## src/rtl/inc_dec_pkg.sv

```systemverilog
// Shared opcodes and status-word flag positions for the increment/decrement unit.
package inc_dec_pkg;

    localparam logic [1:0] OP_INC  = 2'd0;
    localparam logic [1:0] OP_DEC  = 2'd1;
    localparam logic [1:0] OP_ADDK = 2'd2;
    localparam logic [1:0] OP_SUBK = 2'd3;

    localparam int FLAG_ZERO   = 0;
    localparam int FLAG_CARRY  = 1;
    localparam int FLAG_BORROW = 2;
    localparam int FLAG_SAT    = 3;
    localparam int NUM_FLAGS   = 4;

    function automatic logic op_is_add(input logic [1:0] op);
        return (op == OP_INC) || (op == OP_ADDK);
    endfunction

endpackage

```

## src/rtl/inc_dec_core.sv

```systemverilog
// Combinational add/subtract-by-k datapath with wrap or saturate overflow handling.
module inc_dec_core
    import inc_dec_pkg::*;
#(
    parameter int WIDTH  = 20,
    parameter int STEP_W = 8
) (
    input  logic [WIDTH-1:0]     a,
    input  logic [STEP_W-1:0]    step,
    input  logic [1:0]           op,
    input  logic                 sat_mode,
    output logic [WIDTH-1:0]     result,
    output logic [NUM_FLAGS-1:0] flags
);

    logic [WIDTH:0] k_ext;
    logic [WIDTH:0] sum;
    logic [WIDTH:0] diff;

    always_comb begin
        k_ext = '0;
        case (op)
            OP_INC, OP_DEC: k_ext = {{WIDTH{1'b0}}, 1'b1};
            default:        k_ext = {{(WIDTH + 1 - STEP_W){1'b0}}, step};
        endcase
    end

    // One extra bit: for add it is the carry, for subtract it goes high exactly when a < k.
    assign sum  = {1'b0, a} + k_ext;
    assign diff = {1'b0, a} - k_ext;

    always_comb begin
        result = '0;
        flags  = '0;
        if (op_is_add(op)) begin
            flags[FLAG_CARRY] = sum[WIDTH];
            if (sum[WIDTH] && sat_mode) begin
                result          = '1;
                flags[FLAG_SAT] = 1'b1;
            end else begin
                result = sum[WIDTH-1:0];
            end
        end else begin
            flags[FLAG_BORROW] = diff[WIDTH];
            if (diff[WIDTH] && sat_mode) begin
                result          = '0;
                flags[FLAG_SAT] = 1'b1;
            end else begin
                result = diff[WIDTH-1:0];
            end
        end
        flags[FLAG_ZERO] = (result == '0);
    end

endmodule

```

## src/rtl/inc_dec_unit.sv

```systemverilog
// Registered increment/decrement unit: single-entry output register with valid/ready
// handshake wrapped around the combinational core.
module inc_dec_unit
    import inc_dec_pkg::*;
#(
    parameter int WIDTH    = 20,
    parameter int STEP_W   = 8,
    parameter int SATURATE = 0
) (
    input  logic              clk,
    input  logic              rst,
    input  logic              in_valid,
    output logic              in_ready,
    input  logic [WIDTH-1:0]  data_input,
    input  logic [STEP_W-1:0] step,
    input  logic [1:0]        op,
    input  logic              sat_mode,
    output logic              out_valid,
    input  logic              out_ready,
    output logic [WIDTH-1:0]  result,
    output logic              flag_zero,
    output logic              flag_carry,
    output logic              flag_borrow,
    output logic              flag_sat
);

    if (WIDTH < 2 || STEP_W < 1 || STEP_W > WIDTH || SATURATE < 0 || SATURATE > 1)
    begin : g_param_check
        $error("inc_dec_unit: illegal WIDTH/STEP_W/SATURATE combination");
    end

    logic                 out_valid_q, out_valid_d;
    logic [WIDTH-1:0]     result_q, result_d;
    logic [NUM_FLAGS-1:0] flags_q, flags_d;
    logic [WIDTH-1:0]     core_result;
    logic [NUM_FLAGS-1:0] core_flags;
    logic                 accept;

    inc_dec_core #(
        .WIDTH  (WIDTH),
        .STEP_W (STEP_W)
    ) u_core (
        .a        (data_input),
        .step     (step),
        .op       (op),
        .sat_mode (sat_mode),
        .result   (core_result),
        .flags    (core_flags)
    );

    assign in_ready = !out_valid_q || out_ready;
    assign accept   = in_valid && in_ready;

    // A push always wins, so a same-cycle pop and push keeps out_valid high with the new result.
    always_comb begin
        out_valid_d = out_valid_q;
        result_d    = result_q;
        flags_d     = flags_q;
        if (accept) begin
            out_valid_d = 1'b1;
            result_d    = core_result;
            flags_d     = core_flags;
        end else if (out_valid_q && out_ready) begin
            out_valid_d = 1'b0;
        end
    end

    always_ff @(posedge clk) begin
        if (rst) begin
            out_valid_q <= 1'b0;
            result_q    <= '0;
            flags_q     <= '0;
        end else begin
            out_valid_q <= out_valid_d;
            result_q    <= result_d;
            flags_q     <= flags_d;
        end
    end

    assign out_valid   = out_valid_q;
    assign result      = result_q;
    assign flag_zero   = flags_q[FLAG_ZERO];
    assign flag_carry  = flags_q[FLAG_CARRY];
    assign flag_borrow = flags_q[FLAG_BORROW];
    assign flag_sat    = flags_q[FLAG_SAT];

endmodule

```

## config.mk

```make
export PLATFORM = sky130hd
export DESIGN_NAME = inc_dec_unit
export DESIGN_NICKNAME = d
export VERILOG_FILES = /design/src/rtl/inc_dec_pkg.sv /design/src/rtl/inc_dec_core.sv /design/src/rtl/inc_dec_unit.sv
export SDC_FILE = /design/constraint.sdc
export NUM_CORES = 1
export LEC_CHECK = 0
export BUFFER_PORTS_ARGS = -buffer_cell sky130_fd_sc_hd__buf_2
export CAP_MARGIN = 10
export CORE_MARGIN = 3
export CORE_UTILIZATION = 40
export DETAILED_ROUTE_END_ITERATION = 8
export PLACE_DENSITY_LB_ADDON = 0.3
export SYNTH_ARGS = -nofsm -noshare
export SYNTH_HDL_FRONTEND = slang
export SYNTH_SLANG_ARGS = --single-unit
```

## constraint.sdc

```tcl
create_clock -name clk -period 9.8 [get_ports clk]
set_input_delay 1.96 -clock clk [delete_from_list [all_inputs] [get_ports clk]]
set_output_delay 1.96 -clock clk [all_outputs]
set_load 0.01 [all_outputs]
```

-- After elaboration in Yosys (flattened, before gate mapping)
Index checks and enable logic that the tools add are counted.
- word-level logic and storage cells: 29
- output and inout port bits: 26
- register bits: 25
- input port bits: 35
- equality and inequality tests: 2
- mux-type cells: 11
- $add $sub $neg: 2
- reduce and logical (&&, ||, !) cells: 11
- operator list (kind ; count):
    20-bit 2-to-1 mux ; 3
    20-bit by 8-bit adder with 21-bit output ; 1
    20-bit by 8-bit subtractor with 21-bit output ; 1
    20-bit logical NOT ; 1
    8-bit 2-to-1 mux ; 1
    1-bit 2-to-1 mux ; 7
    1-bit logical AND ; 4
    2-bit by 1-bit equality test with 1-bit output, second input constant ; 1
    2-bit equality test, second input constant ; 1
    2-bit logical NOT ; 1
    1-bit logical OR ; 2
    2-bit nonzero test ; 1
    2-bit OR reduction ; 1
    1-bit logical NOT ; 1

-- Depth between registers and ports, before layout
Gate-level depths: netlist of the first run.
- depth after elaboration: 8
- mapped depth: 14
- mapped depth without buffers: 13

-- Hierarchy
A second synthesis of the first run with hierarchy kept.
- cell total of the unflattened synthesis: 374
- area total of the unflattened synthesis: 2941.6 µm²
- by module, submodules not included (module ; seq. area each (µm²) ; instances ; cells an instance ; area an instance (µm²)):
    inc_dec_core ; 0.0 ; 1 ; 260 ; 1754.2
    inc_dec_unit ; 500.5 ; 1 ; 114 ; 1187.4

-- Least setup slack after synthesis of the first run
OpenSTA, ideal clock, no wires.
- path type: input-to-reg
- start: in op[1]
- end: reg flags_q[0]
- path buffers: 1
- arrival: 4.813 ns
- stages: 14
- slack: 4.918 ns
- setup time: 0.069 ns
- required time: 9.731 ns
- cell sequence: clkbuf_1 > nand2b_1 > ha_1 > inv_1 > fa_1 > a211oi_1 > nor3_2 > nor4_1 > nor2_1 > a211o_1 > or4b_1 > nor4b_2 > nand4_1 > o21ai_1
- longest elaborated chain between the ends: 8
- elaborated cells on any way between the ends: 14
- classes of those cells: add/sub (2); eq/ne (2); mux (4); reduce/logical (6)
- RTL lines (what ; line ; text):
    from (decl) ; inc_dec_unit.sv:16 ; input logic [1:0] op,
    2-bit by 1-bit equality test with 1-bit output or 2-bit logical NOT (tied branches) ; inc_dec_core.sv:22, inc_dec_pkg.sv:16 ;
    2-bit OR reduction ; inc_dec_core.sv:22 ; case (op)
    8-bit 2-to-1 mux ; inc_dec_core.sv:22 ;
    20-bit by 8-bit subtractor with 21-bit output or 20-bit by 8-bit adder with 21-bit output (tied branches) ; inc_dec_core.sv:30, inc_dec_core.sv:29 ;
    1-bit logical AND, on equally long branches ; inc_dec_core.sv:45, inc_dec_core.sv:37 ;
    20-bit 2-to-1 mux, on equally long branches ; inc_dec_core.sv:45, inc_dec_core.sv:37 ;
    20-bit 2-to-1 mux * ; inc_dec_core.sv:35 ; if (op_is_add(op)) begin
    20-bit logical NOT * ; inc_dec_core.sv:52 ; flags[FLAG_ZERO] = (result == '0);
    to (signal assigned) ; inc_dec_unit.sv:76 ; flags_q <= flags_d;
    to (decl) ; inc_dec_unit.sv:34 ; logic [NUM_FLAGS-1:0] flags_q, flags_d;
Mark *: on every way between the ends. The rest lies on a longest branch, timed or not.
A chain may end at the register's enable or synchronous reset.

-- Final worst setup path of the first run
Ends and elaborated chain as after synthesis.

==> impl_metrics.csv, run 1 <==
group,metric,value,unit
worst_hold_path,min_path_cells,2,
critical_path,worstPathArrival,5140,ps
floorplanning,dieArea,0.00761,sq mm
yosys,yosysWarnings,0,
flow_run,max_cap_violations,0,
layout,final_cell_mix,"buf_2 (60), nor2_1 (46), nand2_1 (38)",
yosys,synth_cell_types,62,
clock_tree,root_buffer,"clkbuf_8",
grt,grt_pass1_wl,11800,um
critical_path,cpMaxStageDelayCell,"or4b_1",
timing,fin_tns_setup,0,ps
layout,fin_cells,486,
timing,tightest_slew,865,ps
yosys,synth_compound_area_share,25.5,%
critical_path,crit_end,"flags_q[0]",
power,switchingPower,0.111,mW
timing,slew_violations,0,
yosys,muxShareOfSynthArea,1.99,%
layout,n_antenna_cell,0,
yosys,synth_top_family_by_area,"simple AND/OR/NAND/NOR gates",
route,drtIter0Drc,259,
placement,place_hpwl,5900,um
critical_path,ff2ff_setup_slack,8200,ps
timing,rsz0062_at_grt,"no",
placement,dp.cells,482,
clock_tree,cts_inserted_buffers,3,
yosys,ys_seq_area_share,18.9,%
clock_tree,clock-sinks,25,
route,dr.pass1.iters,5,
critical_path,r2r_start,"out_valid",
yosys,synthSimpleGateAreaFrac,33.9,%
floorplanning,fp-row-count,28,
grt,antenna_found_initial,0,
critical_path,critPathLaunch,"op[1]",
critical_path,critPathMaxStageDelay,490,ps
yosys,syn_inst,370,
clock_tree,ctsLongestPathBuffers,2,
power,power_leakage,1.30,nW
grt,grt_max_degree,28,
power,p_sw_share,37.3,%
floorplanning,die_y,87.3,um
layout,nFillCells,657,
grt,track_usage,18.9,%
power,intPower,0.187,mW
critical_path,path_max_fanout,10,
layout,drive_gt1_share,19.5,%
critical_path,crit_required,10000,ps
timing,finalSetupViolCount,0,
route,via_count,2827,
layout,utilization,48.5,%
critical_path,r2r-end,"flags_q[0]",
timing,period_share,50.3,%
clock_tree,cts_max_level,1,
timing,relSlewSlack,42.0,%
layout,layout.nets,465,
timing,max_freq,203,MHz
floorplanning,core,0.00617,sq mm
critical_path,start_kind,"input pin",
yosys,synth-adder-area-share,9.10,%
critical_path,critical-path-top-delay-family,"simple AND/OR/NAND/NOR gates",
worst_hold_path,min_path_type,"reg2reg",
critical_path,critPathBufInv,2,
route,avgRoutedWirePerCell,15.3,um
clock_tree,cts_tree,"yes",
power,power_frac_comb,42.4,%
power,seq_power_share,37.8,%
timing,skew,3.54,ps
power,vdd.ir_drop.worst,0.0000893,V
power,p_clk_share,19.8,%
yosys,postSynthAreaPerCell,7.14,sq um
run_status,status,"completed",
clock_tree,cts_hold_buf,0,
placement,gp_congestion,0.941,
power,pwr_density_cell,99.6,mW/mm^2
placement,port_buffers,60,
route,vias_per_cell,5.82,
critical_path,cp-end-kind,"flip-flop",
clock_tree,clock_latency,260,ps
grt,grt_pass1_vias,2441,
layout,seq_area,500,sq um
critical_path,critPathKind,"in2reg",
yosys,synthArstFlopShare,0,%
layout,area_growth,13.2,%
layout,layout_commonest_cell,"buf_2",
route,drcViolationCount,0,
layout,multi_input_area,0.00197,sq mm
yosys,synth_seq_cells,25,
grt,grt_overflow,0,
yosys,synth-xor-area-share,3.98,%
yosys,syn_area,0.00264,sq mm
floorplanning,io_pins,61,
route,routed_wl,7430,um
yosys,syn-num-nets,423,
yosys,synth_edf_count,0,
floorplanning,die_x,87.3,um
clock_tree,cts.clk_slew.worst_paths,80,ps
critical_path,crit_chain,"buf_2 -> nand2b_1 -> ha_1 -> inv_1 -> fa_1 -> a211oi_1 -> nor3_2 -> nor3_1 -> nand2_1 -> a211o_1 -> or4b_1 -> nor4b_2 -> nand4_1 -> o21ai_1",
critical_path,reg2reg_depth,7,
clock_tree,cts_resized,0,
yosys,synthFlopType,"dfxtp_1",
route,ant_nets,0,
timing,hold_viol,0,
timing,min_period,4930,ps
floorplanning,start_util,42.8,%
critical_path,path_depth,14,
clock_tree,post-cts-setup-buffers,0,
==> flip-flops by register name, summed over array words and instances (netlist names) <==
register	flops
flags_q	4
out_valid	1
result	20
==> cell usage after synthesis, types with 3 or more instances <==
master     n  area, sq um
a21o_1     4         30.0
o22ai_1    7         43.8
o211ai_1   4         30.0
a211o_1    5         43.8
nand2_1   38          143
nor3_1    18         90.1
mux2i_1    3         30.0
nand3_1   10         50.1
o31ai_1    3         22.5
a211oi_1  11         82.6
a21oi_1   24          120
xnor2_1    8         70.1
dfxtp_1   25          500
clkbuf_1  21         78.8
nor2_1    46          173
nor2b_1    5         31.3
or3_1      6         37.5
ha_1      16          200
nand2b_1   6         37.5
nand4_1    6         37.5
or4_1      3         22.5
and3_1     5         31.3
xor2_1     4         35.0
o21ai_0   15         75.1
nor4_1     9         56.3
nand3b_1   3         22.5
inv_1     20         75.1
==> worst min-delay path by stage <==
stage | from | end | slack (ps)
after floorplan | flags_q[1] | flags_q[1] | 480
after global placement | flags_q[1] | flags_q[1] | 440
after detailed placement | result[8] | result[8] | 440
after CTS | result[8] | result[8] | 460
after global routing | result[5] | result[5] | 480
final | result[15] | result[15] | 450
==> area by class of cell <==
class	count	share of cell area, %
multi-input cells	301	65.8
well taps	75	3.14
flip-flops and latches	25	16.7
repair buffers	61	10.3
inverters	20	2.51
clock buffers	4	1.51
==> worst reg2reg max path, cell delays in order, from the launching register on <==
cell and delay (ps):
dfxtp_1 320, nand2b_1 120, nand2_1 320, nor2_1 280
nand3_1 100, nor3_1 180, nand4_1 110, o21ai_1 110
==> metrics by stage <==
stage               hold WS [ps]  worst slack [ps]  power (mW)  instance area [sq um]
global route                 478              4600       0.318                   2990
CTS                          456              4910       0.298                   2990
floorplan                    476              4920       0.202                   2640
detailed placement           445              4640       0.240                   2940
global placement             442              4690       0.239                   2940
finish                       454              4870       0.298                   2990
==> per-layer routing <==
metal	share of wire (%)	track usage, %	vias up
met3	6.8	1.89	7
met5	0	0	-
li1	-	-	1422
met2	44	28.6	126
met1	49	28.5	1272
met4	0.59	4.88	0
==> cells by family (layout without fill, tap and decap cells) <==
kind of cell	count (synthesis)	in the layout
buffers and inverters	44	85
xor gates and xnor gates	12	12
DFF	25	25
and+or+nand+nor	169	169
AOI/OAI and AO/OA	97	97
muxes	5	5
adders and majority gates	18	18
==> power by group through the flow <==
stage	Clock [mW]	Combinational, mW	Sequential (mW)
after floorplan	0	0.0839	0.119
after CTS	0.0603	0.125	0.113
after global routing	0.0649	0.140	0.113
final	0.0590	0.126	0.113
after global placement	0	0.124	0.115
after detailed placement	0	0.125	0.115
No activity file was read; power rests on OpenSTA's default activity.
==> run 2, diff against run 1 <==
==> constraint.sdc (replaced) <==
create_clock -name clk -period 4.2 [get_ports clk]
set_input_delay 0.84 -clock clk [delete_from_list [all_inputs] [get_ports clk]]
set_output_delay 0.84 -clock clk [all_outputs]
set_load 0.01 [all_outputs]
==> impl_metrics.csv, run 2 (synthesized netlist as in run 1, its figures left out) <==
group,metric,value,unit
critical_path,critPathMaxStageDelay,490,ps
grt,met3_usage,1.99,%
clock_tree,cts_tree,"yes",
clock_tree,root_buffer,"clkbuf_8",
placement,dp_slack,290,ps
floorplanning,io_pins,61,
critical_path,crit_required,4400,ps
floorplanning,core,0.00617,sq mm
clock_tree,cts_hold_buf,0,
clock_tree,clock-sinks,25,
grt,use_met1,26.6,%
grt,grt_pass1_wl,11800,um
layout,layout.nets,473,
route,dr.pass1.iters,5,
critical_path,worstPathArrival,3840,ps
timing,fin_ws,560,ps
grt,grt.busiest_layer,"met2",
power,power,0.701,mW
timing,skew,1.49,ps
timing,period_share,86.7,%
layout,fin_cells,494,
placement,port_buffers,60,
layout,drive_gt1_share,21.0,%
layout,largest_reg_flops,20,
timing,fin_tns_setup,0,ps
timing,finalSetupViolCount,0,
clock_tree,clock_latency,260,ps
route,routed_wl,7410,um
route,via_count,2889,
grt,grt_max_degree,27,
critical_path,critPathKind,"in2reg",
run_status,status,"completed",
floorplanning,start_util,42.8,%
route,avgRoutedWirePerCell,15.0,um
clock_tree,cts_inserted_buffers,3,
timing,relSlewSlack,60.7,%
timing,max_freq,275,MHz
critical_path,cp-end-kind,"flip-flop",
route,ant_nets,0,
route,drtIter0Drc,181,
grt,track_usage,19.0,%
critical_path,path_max_fanout,8,
power,vdd.ir_drop.worst,0.000224,V
clock_tree,post-cts-setup-buffers,0,
layout,nFillCells,640,
layout,final_cell_mix,"buf_2 (60), nor2_1 (46), nand2_1 (38)",
placement,dp.cells,490,
floorplanning,die_x,87.3,um
flow_run,max_cap_violations,0,
power,power_leakage,1.34,nW
floorplanning,die_y,87.3,um
clock_tree,cts_resized,0,
grt,grt_pass1_vias,2506,
layout,area_growth,15.4,%
power,pwr_density_cell,230,mW/mm^2
grt,met2_usage,30.4,%
layout,seq_area,500,sq um
floorplanning,dieArea,0.00761,sq mm
layout,multi_input_area,0.00197,sq mm
placement,place_hpwl,5880,um
layout,n_antenna_cell,0,
clock_tree,cts.clk_slew.worst_paths,80,ps
timing,rsz0062_at_grt,"no",
timing,slew_violations,0,
critical_path,cpMaxStageDelayCell,"or4b_1",
timing,tightest_slew,584,ps
route,vias_per_cell,5.85,
timing,hold_viol,0,
layout,layout_commonest_cell,"buf_2",
grt,antenna_found_initial,0,
clock_tree,cts_max_level,1,
critical_path,start_kind,"input pin",
floorplanning,fp-row-count,28,
clock_tree,ctsLongestPathBuffers,2,
placement,gp_congestion,0.938,
critical_path,crit_chain,"buf_2 -> nand2b_1 -> ha_1 -> inv_1 -> fa_1 -> a211oi_1 -> nor3_2 -> nor4_1 -> nor2_1 -> a211o_1 -> or4b_1 -> nor4b_2 -> nand4_1 -> o21ai_1",
timing,min_period,3640,ps
worst_hold_path,min_path_type,"reg2reg",
route,drcViolationCount,0,
grt,grt_overflow,0,
==> run 2: cell types whose count changed in the layout (fill, tap and decap cells not counted), sizes merged <==
cell | before | now
buf | 61 | 69
==> run 2: final cells by class <==
cell class | instances | area share [%]
clock buffer | 4 | 1.48
sequential | 25 | 16.4
tap | 75 | 3.08
inverter | 20 | 2.46
timing repair buffer | 69 | 12.1
multi-input combinational | 301 | 64.5
==> run 2: worst max-delay path: cells and delay by family <==
| kind | cells | cell delay [ps] |
|---|---|---|
| buffers and inverters | 2 | 200 |
| adder cells (fa/ha/maj) | 2 | 570 |
| AND/OR/NAND/NOR | 7 | 1510 |
| AO/OA/AOI/OAI | 3 | 710 |
==> run 2: power by group <==
part / internal, mW / switching (mW) / total [mW]
clock network: 0.0677 / 0.0678 / 0.136
registers: 0.254 / 0.00816 / 0.263
logic: 0.119 / 0.184 / 0.303
==> run 2: path summary, 6_finish.rpt <==
check             start         end  slack, ps  depth (start not counted)
max               op[1]  flags_q[0]        560                         14
min          result[15]  result[15]        460                          2
max reg2reg   out_valid   result[1]       2300                          6
min reg2reg  result[15]  result[15]        460                          2
==> run 2: layer usage <==
layer / wire length (um) / vias to the layer above
met5: 0 / -
met4: 97 / 0
met3: 486 / 11
met2: 3300 / 118
met1: 3530 / 1319
li1: - / 1441
==> run 2: through the flow <==
stage               hold WS [ps]  utilization (%)  instance area [sq um]
floorplan                    476                -                   2640
global placement             441             48.7                   3000
detailed placement           448             48.7                   3000
CTS                          458             49.5                   3050
global route                 480             49.5                   3050
finish                       456             49.5                   3050
==> run 3, diff against run 2 <==
--- a/config.mk
+++ b/config.mk
@@ -6,8 +6,8 @@
 export NUM_CORES = 1
 export LEC_CHECK = 0
 export BUFFER_PORTS_ARGS = -buffer_cell sky130_fd_sc_hd__buf_2
-export CAP_MARGIN = 10
-export CORE_MARGIN = 3
+export CAP_MARGIN = 20
+export CORE_MARGIN = 5
 export CORE_UTILIZATION = 40
 export DETAILED_ROUTE_END_ITERATION = 8
 export PLACE_DENSITY_LB_ADDON = 0.3
==> impl_metrics.csv, run 3 (synthesized netlist as in run 1, its figures left out) <==
group,metric,value,unit
run_status,status,"completed",
floorplanning,die_x,91.3,um
layout,utilization,47.8,%
critical_path,path_max_fanout,8,
critical_path,crit_required,4400,ps
timing,slew_violations,0,
clock_tree,post-cts-setup-buffers,0,
power,power,0.703,mW
layout,layout.nets,473,
placement,dpl_cell_area,0.00301,sq mm
worst_hold_path,min_path_type,"reg2reg",
timing,min_period,3730,ps
layout,area_growth,15.6,%
route,drtIter0Drc,226,
timing,finalSetupViolCount,0,
route,ant_nets,0,
grt,grt_overflow,0,
clock_tree,clock-sinks,25,
layout,nFillCells,647,
grt,antenna_found_initial,0,
floorplanning,io_pins,61,
placement,place_hpwl,6070,um
critical_path,critPathKind,"in2reg",
placement,port_buffers,60,
layout,drive_gt1_share,21.2,%
grt,grt_pass1_vias,2629,
clock_tree,clock_latency,260,ps
timing,period_share,88.9,%
clock_tree,cts_inserted_buffers,3,
timing,relSlewSlack,61.3,%
power,vdd.ir_drop.worst,0.000243,V
clock_tree,cts_tree,"yes",
timing,fin_tns_setup,0,ps
critical_path,cp-end-kind,"flip-flop",
route,dr.pass1.iters,5,
critical_path,start_kind,"input pin",
timing,skew,1.57,ps
power,pwr_density_cell,230,mW/mm^2
grt,grt_pass1_wl,12600,um
clock_tree,cts_max_level,1,
timing,max_freq,268,MHz
clock_tree,cts_resized,0,
grt,track_usage,17.6,%
timing,rsz0062_at_grt,"no",
grt,grt_max_degree,27,
clock_tree,ctsLongestPathBuffers,2,
layout,layout_commonest_cell,"buf_2",
floorplanning,fp-row-count,29,
critical_path,worstPathArrival,3930,ps
floorplanning,core,0.00639,sq mm
power,power_leakage,1.34,nW
clock_tree,cts_hold_buf,0,
layout,n_antenna_cell,0,
layout,largest_reg_flops,20,
layout,stdcell_area,0.00305,sq mm
clock_tree,root_buffer,"clkbuf_8",
flow_run,max_cap_violations,0,
timing,hold_viol,0,
route,routed_wl,7590,um
clock_tree,cts.clk_slew.worst_paths,80,ps
floorplanning,die_y,91.3,um
route,drcViolationCount,0,
placement,gp_congestion,0.961,
layout,final_cell_mix,"buf_2 (60), nor2_1 (46), nand2_1 (38)",
floorplanning,dieArea,0.00833,sq mm
route,via_count,2881,
floorplanning,start_util,41.4,%
timing,tightest_slew,579,ps
route,avgRoutedWirePerCell,15.3,um
route,vias_per_cell,5.81,
==> run 3: power breakdown <==
part | internal, mW | leakage [nW] | switching (mW)
logic | 0.120 | 1.11 | 0.185
registers | 0.254 | 0.206 | 0.00801
clock network | 0.0661 | 0.0255 | 0.0701
total | 0.440 | 1.34 | 0.263
==> run 3: path summary, 6_finish.rpt <==
kind / start / end / slack, ps / depth (start not counted)
min: result[5] / result[5] / 450 / 2
max: op[1] / flags_q[0] / 470 / 14
max reg2reg: out_valid / result[1] / 2510 / 6
min reg2reg: result[5] / result[5] / 450 / 2
==> run 3: cell type report <==
cell class | count | area [sq um] | area share [%]
clock inverter | 1 | 5.00 | 0.164
sequential | 25 | 500 | 16.4
clock buffer | 3 | 41.3 | 1.35
multi-input combinational | 301 | 1970 | 64.4
timing repair buffer | 69 | 368 | 12.0
tap | 77 | 96.3 | 3.16
inverter | 20 | 75.1 | 2.46
==> run 3: per-layer routing <==
layer / share of wire [%] / wire length [um] / global-route usage (%) / vias to the layer above
li1: - / - / - / 1440
met1: 48 / 3620 / 25.6 / 1314
met2: 45 / 3420 / 28.1 / 118
met3: 6.1 / 464 / 1.98 / 9
met4: 1.0 / 78 / 3.42 / 0
met5: 0 / 0 / 0 / -
==> run 3: stage by stage <==
step | hold slack [ps] | std cells | setup slack [ps]
floorplan | 476 | 370 | 438
global placement | 442 | 492 | 386
detailed placement | 445 | 492 | 244
CTS | 457 | 496 | 510
global route | 492 | 496 | 207
finish | 455 | 496 | 465
==> run 3: worst max-delay path, stage by stage <==
cell and delay, ps:
buf_2 150, nand2b_1 120, ha_1 170, inv_1 50, fa_1 410, a211oi_1 330, nor3_2 90, nor4_1 370
nor2_1 140, a211o_1 280, or4b_1 480, nor4b_2 230, nand4_1 130, o21ai_1 120
